## config.mk

```make
export PLATFORM = sky130hd
export DESIGN_NAME = tile_sequencer_flat
export DESIGN_NICKNAME = d
export VERILOG_FILES = /design/src/rtl/tile_sequencer_if.sv /design/src/rtl/tile_sequencer.sv /design/src/flat_wrapper.sv
export SDC_FILE = /design/constraint.sdc
export NUM_CORES = 1
export LEC_CHECK = 0
export CORE_MARGIN = 2
export CORE_UTILIZATION = 50
export DETAILED_ROUTE_END_ITERATION = 10
export PLACE_DENSITY = 0.77
export SKIP_CTS_REPAIR_TIMING = 1
export SLEW_MARGIN = 20
export SYNTH_ARGS = -nofsm -noshare
export SYNTH_HDL_FRONTEND = slang
export SYNTH_SLANG_ARGS = --single-unit
```

## constraint.sdc

```tcl
create_clock -name clk -period 3.74 [get_ports clk]
set_input_delay 0.374 -clock clk [delete_from_list [all_inputs] [get_ports clk]]
set_output_delay 0.374 -clock clk [all_outputs]
set_load 0.005 [all_outputs]
```

## src/rtl/tile_sequencer_if.sv

```systemverilog
// tile_sequencer_if: control/status bundle between the decoder, buffers, array, accumulator and tile_sequencer.
// master: start, k_tiles, w_avail, if_avail, acc_done out; read strobes, switch, first, last, busy, done, tile_idx in.
// slave: the mirror image, used by tile_sequencer.
interface tile_sequencer_if #(
  parameter int KT_W = 5
);
  logic start;
  logic [KT_W-1:0] k_tiles;
  logic w_avail;
  logic if_avail;
  logic acc_done;
  logic w_buffer_read;
  logic if_buffer_read;
  logic switch;
  logic first;
  logic last;
  logic busy;
  logic done;
  logic [KT_W-1:0] tile_idx;
  modport master (
    output start, k_tiles, w_avail, if_avail, acc_done,
    input w_buffer_read, if_buffer_read, switch, first, last, busy, done, tile_idx
  );
  modport slave (
    input start, k_tiles, w_avail, if_avail, acc_done,
    output w_buffer_read, if_buffer_read, switch, first, last, busy, done, tile_idx
  );
endinterface

```

## src/rtl/tile_sequencer.sv

```systemverilog
// tile_sequencer: FSM that loads weight tiles, streams input tiles, drains the systolic array and waits for the accumulator.
// Ports: clk, rst (sync, active-low), bus (tile_sequencer_if.slave: start/k_tiles/w_avail/if_avail/acc_done in;
// w_buffer_read/if_buffer_read/switch/first/last/busy/done/tile_idx out).
// Option: define TILE_PRELOAD_EN to preload the next tile's weights while the current tile streams.
module tile_sequencer #(
  parameter int SYS_ROWS = 4,
  parameter int SYS_COLS = 4,
  parameter int A_ROWS = 8,
  parameter int KT_W = 5
) (
  input logic clk,
  input logic rst,
  tile_sequencer_if.slave bus
);
  localparam int DRAIN_N = SYS_ROWS + SYS_COLS - 1;
  localparam int MAXC = A_ROWS > DRAIN_N ? A_ROWS : DRAIN_N;
  localparam int CW = $clog2(MAXC + 1);
  localparam logic [CW-1:0] R_LAST = CW'(SYS_ROWS - 1);
  localparam logic [CW-1:0] A_LAST = CW'(A_ROWS - 1);
  localparam logic [CW-1:0] D_LAST = CW'(DRAIN_N - 1);
  typedef enum logic [2:0] {IDLE, LOAD_W, SWAP, STREAM, DRAIN, WAIT_ACC} state_t;
  state_t state, state_n;
  logic [CW-1:0] cnt, cnt_n;
  logic [KT_W-1:0] kt, tile_idx;
  logic done_r, last_t, w_rd, if_rd, pre_rd;
`ifdef TILE_PRELOAD_EN
  localparam int SW = $clog2(SYS_ROWS + 1);
  localparam logic [SW-1:0] SH_FULL = SW'(SYS_ROWS);
  logic [SW-1:0] sh, sh_n;
`endif
  always_comb begin
    last_t = tile_idx == kt - KT_W'(1);
    w_rd = state == LOAD_W && bus.w_avail;
    if_rd = state == STREAM && bus.if_avail;
    pre_rd = 1'b0;
`ifdef TILE_PRELOAD_EN
    pre_rd = state == STREAM && !last_t && sh != SH_FULL && bus.w_avail;
    sh_n = sh + SW'(pre_rd);
`endif
    state_n = state;
    cnt_n = cnt;
    case (state)
      IDLE: if (bus.start) begin
        state_n = LOAD_W;
        cnt_n = '0;
      end
      LOAD_W: if (w_rd) begin
        cnt_n = cnt == R_LAST ? '0 : cnt + CW'(1);
        state_n = cnt == R_LAST ? SWAP : LOAD_W;
      end
      SWAP: state_n = STREAM;
      STREAM: if (if_rd) begin
        cnt_n = cnt == A_LAST ? '0 : cnt + CW'(1);
        state_n = cnt != A_LAST ? STREAM : last_t ? DRAIN : LOAD_W;
`ifdef TILE_PRELOAD_EN
        // a full shadow load skips LOAD_W; a partial one resumes LOAD_W where it stopped
        if (cnt == A_LAST && !last_t) begin
          state_n = sh_n == SH_FULL ? SWAP : LOAD_W;
          cnt_n = sh_n == SH_FULL ? '0 : CW'(sh_n);
        end
`endif
      end
      DRAIN: begin
        cnt_n = cnt == D_LAST ? '0 : cnt + CW'(1);
        state_n = cnt == D_LAST ? WAIT_ACC : DRAIN;
      end
      WAIT_ACC: state_n = bus.acc_done ? IDLE : WAIT_ACC;
      default: state_n = IDLE;
    endcase
  end
  always_ff @(posedge clk) begin
    if (!rst) begin
      state <= IDLE;
      cnt <= '0;
      kt <= '0;
      tile_idx <= '0;
      done_r <= 1'b0;
`ifdef TILE_PRELOAD_EN
      sh <= '0;
`endif
    end else begin
      state <= state_n;
      cnt <= cnt_n;
      done_r <= state == WAIT_ACC && bus.acc_done;
      if (state == IDLE && bus.start) begin
        kt <= bus.k_tiles == '0 ? KT_W'(1) : bus.k_tiles;
        tile_idx <= '0;
      end else if (state == STREAM && state_n != STREAM && !last_t) begin
        tile_idx <= tile_idx + KT_W'(1);
      end
`ifdef TILE_PRELOAD_EN
      sh <= state == STREAM && state_n == STREAM ? sh_n : '0;
`endif
    end
  end
  assign bus.w_buffer_read = w_rd | pre_rd;
  assign bus.if_buffer_read = if_rd;
  assign bus.switch = state == SWAP;
  assign bus.first = state == STREAM && tile_idx == '0;
  assign bus.last = state == STREAM && last_t;
  assign bus.busy = state != IDLE;
  assign bus.done = done_r;
  assign bus.tile_idx = tile_idx;
endmodule

```

## src/flat_wrapper.sv

```systemverilog
// flat-port wrapper written by rule: the top's interface ports become plain ports
module tile_sequencer_flat 
#(
  parameter int SYS_ROWS = 4,
  parameter int SYS_COLS = 4,
  parameter int A_ROWS = 8,
  parameter int KT_W = 5
)
  (clk, rst, bus_start, bus_k_tiles, bus_w_avail, bus_if_avail, bus_acc_done, bus_w_buffer_read, bus_if_buffer_read, bus_switch, bus_first, bus_last, bus_busy, bus_done, bus_tile_idx);
  tile_sequencer_if #(.KT_W(KT_W)) bus_i ();
  input logic clk;
  input logic rst;
  input wire logic [$bits(bus_i.start)-1:0] bus_start;
  input wire logic [$bits(bus_i.k_tiles)-1:0] bus_k_tiles;
  input wire logic [$bits(bus_i.w_avail)-1:0] bus_w_avail;
  input wire logic [$bits(bus_i.if_avail)-1:0] bus_if_avail;
  input wire logic [$bits(bus_i.acc_done)-1:0] bus_acc_done;
  output wire logic [$bits(bus_i.w_buffer_read)-1:0] bus_w_buffer_read;
  output wire logic [$bits(bus_i.if_buffer_read)-1:0] bus_if_buffer_read;
  output wire logic [$bits(bus_i.switch)-1:0] bus_switch;
  output wire logic [$bits(bus_i.first)-1:0] bus_first;
  output wire logic [$bits(bus_i.last)-1:0] bus_last;
  output wire logic [$bits(bus_i.busy)-1:0] bus_busy;
  output wire logic [$bits(bus_i.done)-1:0] bus_done;
  output wire logic [$bits(bus_i.tile_idx)-1:0] bus_tile_idx;
  assign bus_i.start = bus_start;
  assign bus_i.k_tiles = bus_k_tiles;
  assign bus_i.w_avail = bus_w_avail;
  assign bus_i.if_avail = bus_if_avail;
  assign bus_i.acc_done = bus_acc_done;
  assign bus_w_buffer_read = bus_i.w_buffer_read;
  assign bus_if_buffer_read = bus_i.if_buffer_read;
  assign bus_switch = bus_i.switch;
  assign bus_first = bus_i.first;
  assign bus_last = bus_i.last;
  assign bus_busy = bus_i.busy;
  assign bus_done = bus_i.done;
  assign bus_tile_idx = bus_i.tile_idx;
  tile_sequencer #(.SYS_ROWS(SYS_ROWS), .SYS_COLS(SYS_COLS), .A_ROWS(A_ROWS), .KT_W(KT_W)) u_core (.clk(clk), .rst(rst), .bus(bus_i));
endmodule
```

==> summary.txt <==
Floorplanning
  – Core region area: 0.00225 mm2
  – Ports: 23
  – Die Height: 53.1 um
  – Initial Util: 53.4%
  – Die ar.: 0.00282 mm2
  – # rows: 17
  – DIE WIDTH: 53.1 um

Critical path
  – Reg2Reg Depth: 5
  – Setup CP Type: reg -> out
  – Crit path DAT: 2300 ps
  – Reg2Reg Setup Slack: 1650 ps
  – Reg-to-reg critical path startpoint: u_core.state[0]$_SDFF_PN0_
  – Crit start category: flip-flop
  – RR Endpoint: u_core.bus.tile_idx[1]$_SDFFE_PP0P_
  – Worst-path fanout max: 5
  – WP data required: 3370 ps
  – Setup crit end kind: output pin

CTS
  – Sink Count: 18
  – CTS tree: yes
  – Max Buffers Root-to-Sink: 2
  – Root Buffer: clkbuf_4
  – Clk_lat worst skew: 300 ps
  – CTS buffer count: 3
  – Worst-path clk slew: 90 ps
  – H-tree levels: 1

Timing
  – RSZ-0062 raised after global routing: false
  – Clk_skew: 8.30 ps
  – Minimum clock period: 2670 ps
  – Setup TNS: 0 ps
  – Final hold vios: 0
  – Fin. max-slew vios: 0
  – Period utilization: 71.5%
  – Slew @ Worst Pin: 663 ps
  – Rel. slew slack: 55.7%
  – Max Freq: 374 MHz
  – Setup ws final: 1070 ps
  – Final setup fails: 0

Hold path
  – Worst Hold Class: reg -> reg
  – Hold depth: 2
  – Hold_sp: u_core.kt[4]$_SDFFE_PN0P_
  – Hold worst-path end: u_core.kt[4]$_SDFFE_PN0P_

Cells and area
  – Final net count: 183
  – Filler Cells Inserted: 215
  – N_diodes: 0
  – Multi-input gate area: 777 um2
  – Layout cell share with drive strength beyond 1: 7.23%
  – FF+latch area: 360 um2
  – Synthesis-to-layout area growth: 21.7%
  – Design Area, Final: 0.00147 mm2

Synth
  – Synth top area share: 29.9%
  – Cells after synthesis: 147
  – Area leader, netlist: dfxtp_1
  – FF+latch count, synth: 18
  – Avg Cell Area, Syn: 8.20 um2
  – Synth Warn #: 0
  – Yosys cell types: 38
  – Syn nets: 163
  – Main synth FF type: dfxtp_1
  – Sequential area share after synthesis: 29.9%
  – Mapped Area: 0.00120 mm2
  – Dominant cells by area after synthesis: dfxtp_1, xnor2_1, ha_1
  – Async SR Flop Fraction: 0%
  – EDFF count, synth: 0

Global route
  – Largest net degree at the start of global routing: 22
  – Initial antenna violation count: 0
  – GRT Residual Overflow: 0
  – Vias in the first global route: 975
  – Gr usage total: 20.7%
  – First-pass GRT wire length: 4.18 mm

Place
  – DP Worst Slack: 1380 ps
  – Buffers on Ports: 22
  – Area after DPL: 0.00143 mm2
  – GPL Wtd Cong: 0.770
  – DP Wirelength: 1.90 mm

Detailed routing
  – DR pass1 iterations: 5
  – Routed WL: 2.55 mm
  – Routed Antenna Nets: 0
  – Via count: 1112
  – Via/cell ratio: 5.73
  – Initial DRC Count: 23
  – DRC viols: 0
  – Wire per inst: 13.2 um

Run
  – Max cap viols: 0

Power
  – Worst VDD drop: 0.223 mV
  – Power Dens Cells: 292 mW/mm2
  – Pleak: 0.521 nW

Run status
  – Outcome: completed
## layout by cell type, fill, tap and decap left out, types with 2 or more instances in the layout
| cell type | n |
|---|---|
| dfxtp_1 | 18 |
| nand4b_1 | 2 |
| nand2b_1 | 3 |
| o31ai_1 | 2 |
| mux2i_1 | 5 |
| ha_1 | 5 |
| nor2b_1 | 3 |
| o22ai_1 | 2 |
| clkdlybuf4s50_1 | 22 |
| nand3_1 | 7 |
| a21oi_1 | 5 |
| a31oi_1 | 3 |
| o21ai_1 | 4 |
| o21ai_0 | 3 |
| nor3_2 | 6 |
| nor3b_1 | 4 |
| nor3_1 | 2 |
| nand2_1 | 11 |
| nor4_1 | 2 |
| clkbuf_4 | 3 |
| xnor2_1 | 8 |
| and3_1 | 2 |
| and2_1 | 2 |
| a311oi_1 | 4 |
| xor2_1 | 2 |
| inv_1 | 8 |
| or3_1 | 2 |
| nor2_1 | 15 |
## through the flow
step                util, %  hold WS (ps)  instances  total power [mW]
floorplan                 -           481        147             0.281
global placement       63.4           503        190             0.308
detailed placement     63.4           513        190             0.312
CTS                    65.0           537        194             0.433
global route           65.0           581        194             0.451
finish                 65.0           524        194             0.428
## worst max-delay path, stage by stage (launching register included)
cell,delay (ps)
dfxtp_1,390
inv_1,60
ha_1,300
xnor2_1,140
nor3_2,300
nand3_1,180
nor2_1,140
clkdlybuf4s50_1,510
## flip-flops by register name, indices dropped and copies added, names as in the netlist
| register | count |
|---|---|
| u_core.bus.done | 1 |
| u_core.bus.tile_idx | 5 |
| u_core.cnt | 4 |
| u_core.kt | 5 |
| u_core.state | 3 |
## Yosys cell counts (all sizes together) (2+ instances only)
library cell / n
nand2: 11
nor4: 2
ha: 5
nand4b: 2
nor2b: 3
nand3: 7
buf: 4
o21ai: 7
nor3: 8
dfxtp: 18
a31oi: 3
nor2: 15
nand2b: 3
and2: 2
a21oi: 5
o31ai: 2
clkbuf: 4
mux2i: 5
and3: 2
nor3b: 4
or3: 2
a311oi: 4
xor2: 2
xnor2: 8
o22ai: 2
inv: 8
## how the worst max path moves through the flow
stage                         startpoint  endpoint  slack, ps
6_report       u_core.kt[0]$_SDFFE_PN0P_  bus_last       1070
5_1_grt        u_core.kt[0]$_SDFFE_PN0P_  bus_last        850
4_1_cts        u_core.kt[0]$_SDFFE_PN0P_  bus_last       1040
3_5_place_dp   u_core.kt[0]$_SDFFE_PN0P_  bus_last       1380
3_3_place_gp   u_core.kt[0]$_SDFFE_PN0P_  bus_last       1440
2_1_floorplan  u_core.kt[0]$_SDFFE_PN0P_  bus_last       1990
## logic make-up (layout without fill, tap and decap cells)
kind of cell / Yosys count / count (layout) / share of synthesized area [%]
flops: 18 / 18 / 29.9
xor+xnor: 11 / 11 / 9.24
fa+ha+maj: 5 / 5 / 5.19
mux: 5 / 5 / 4.15
simple gates: 64 / 64 / 30.0
compound gates: 28 / 28 / 15.9
buf+inv: 16 / 35 / 5.61
## layout make-up
| cell class | count | share of cell area, % |
|---|---|---|
| Sequential cell | 18 | 24.6 |
| Inverter | 8 | 2.05 |
| Clock buffer | 4 | 2.47 |
| Tap cell | 28 | 2.39 |
| Multi-Input combinational cell | 113 | 53.0 |
| Timing Repair Buffer | 23 | 15.5 |
## layer usage
layer	GRT usage [%]	part of all wire (%)	up-vias
li1	-	-	565
met1	23.4	43	503
met2	35.6	49	36
met3	4.52	5.7	8
met4	11.5	2.6	0
met5	0	0	-
## power by group
part | internal [mW] | switching (mW) | leakage, nW
registers | 0.199 | 0.0117 | 0.146
logic | 0.0467 | 0.0507 | 0.354
clock network | 0.0594 | 0.0603 | 0.0210
total | 0.306 | 0.123 | 0.521
No activity file was read; power rests on OpenSTA's default activity.
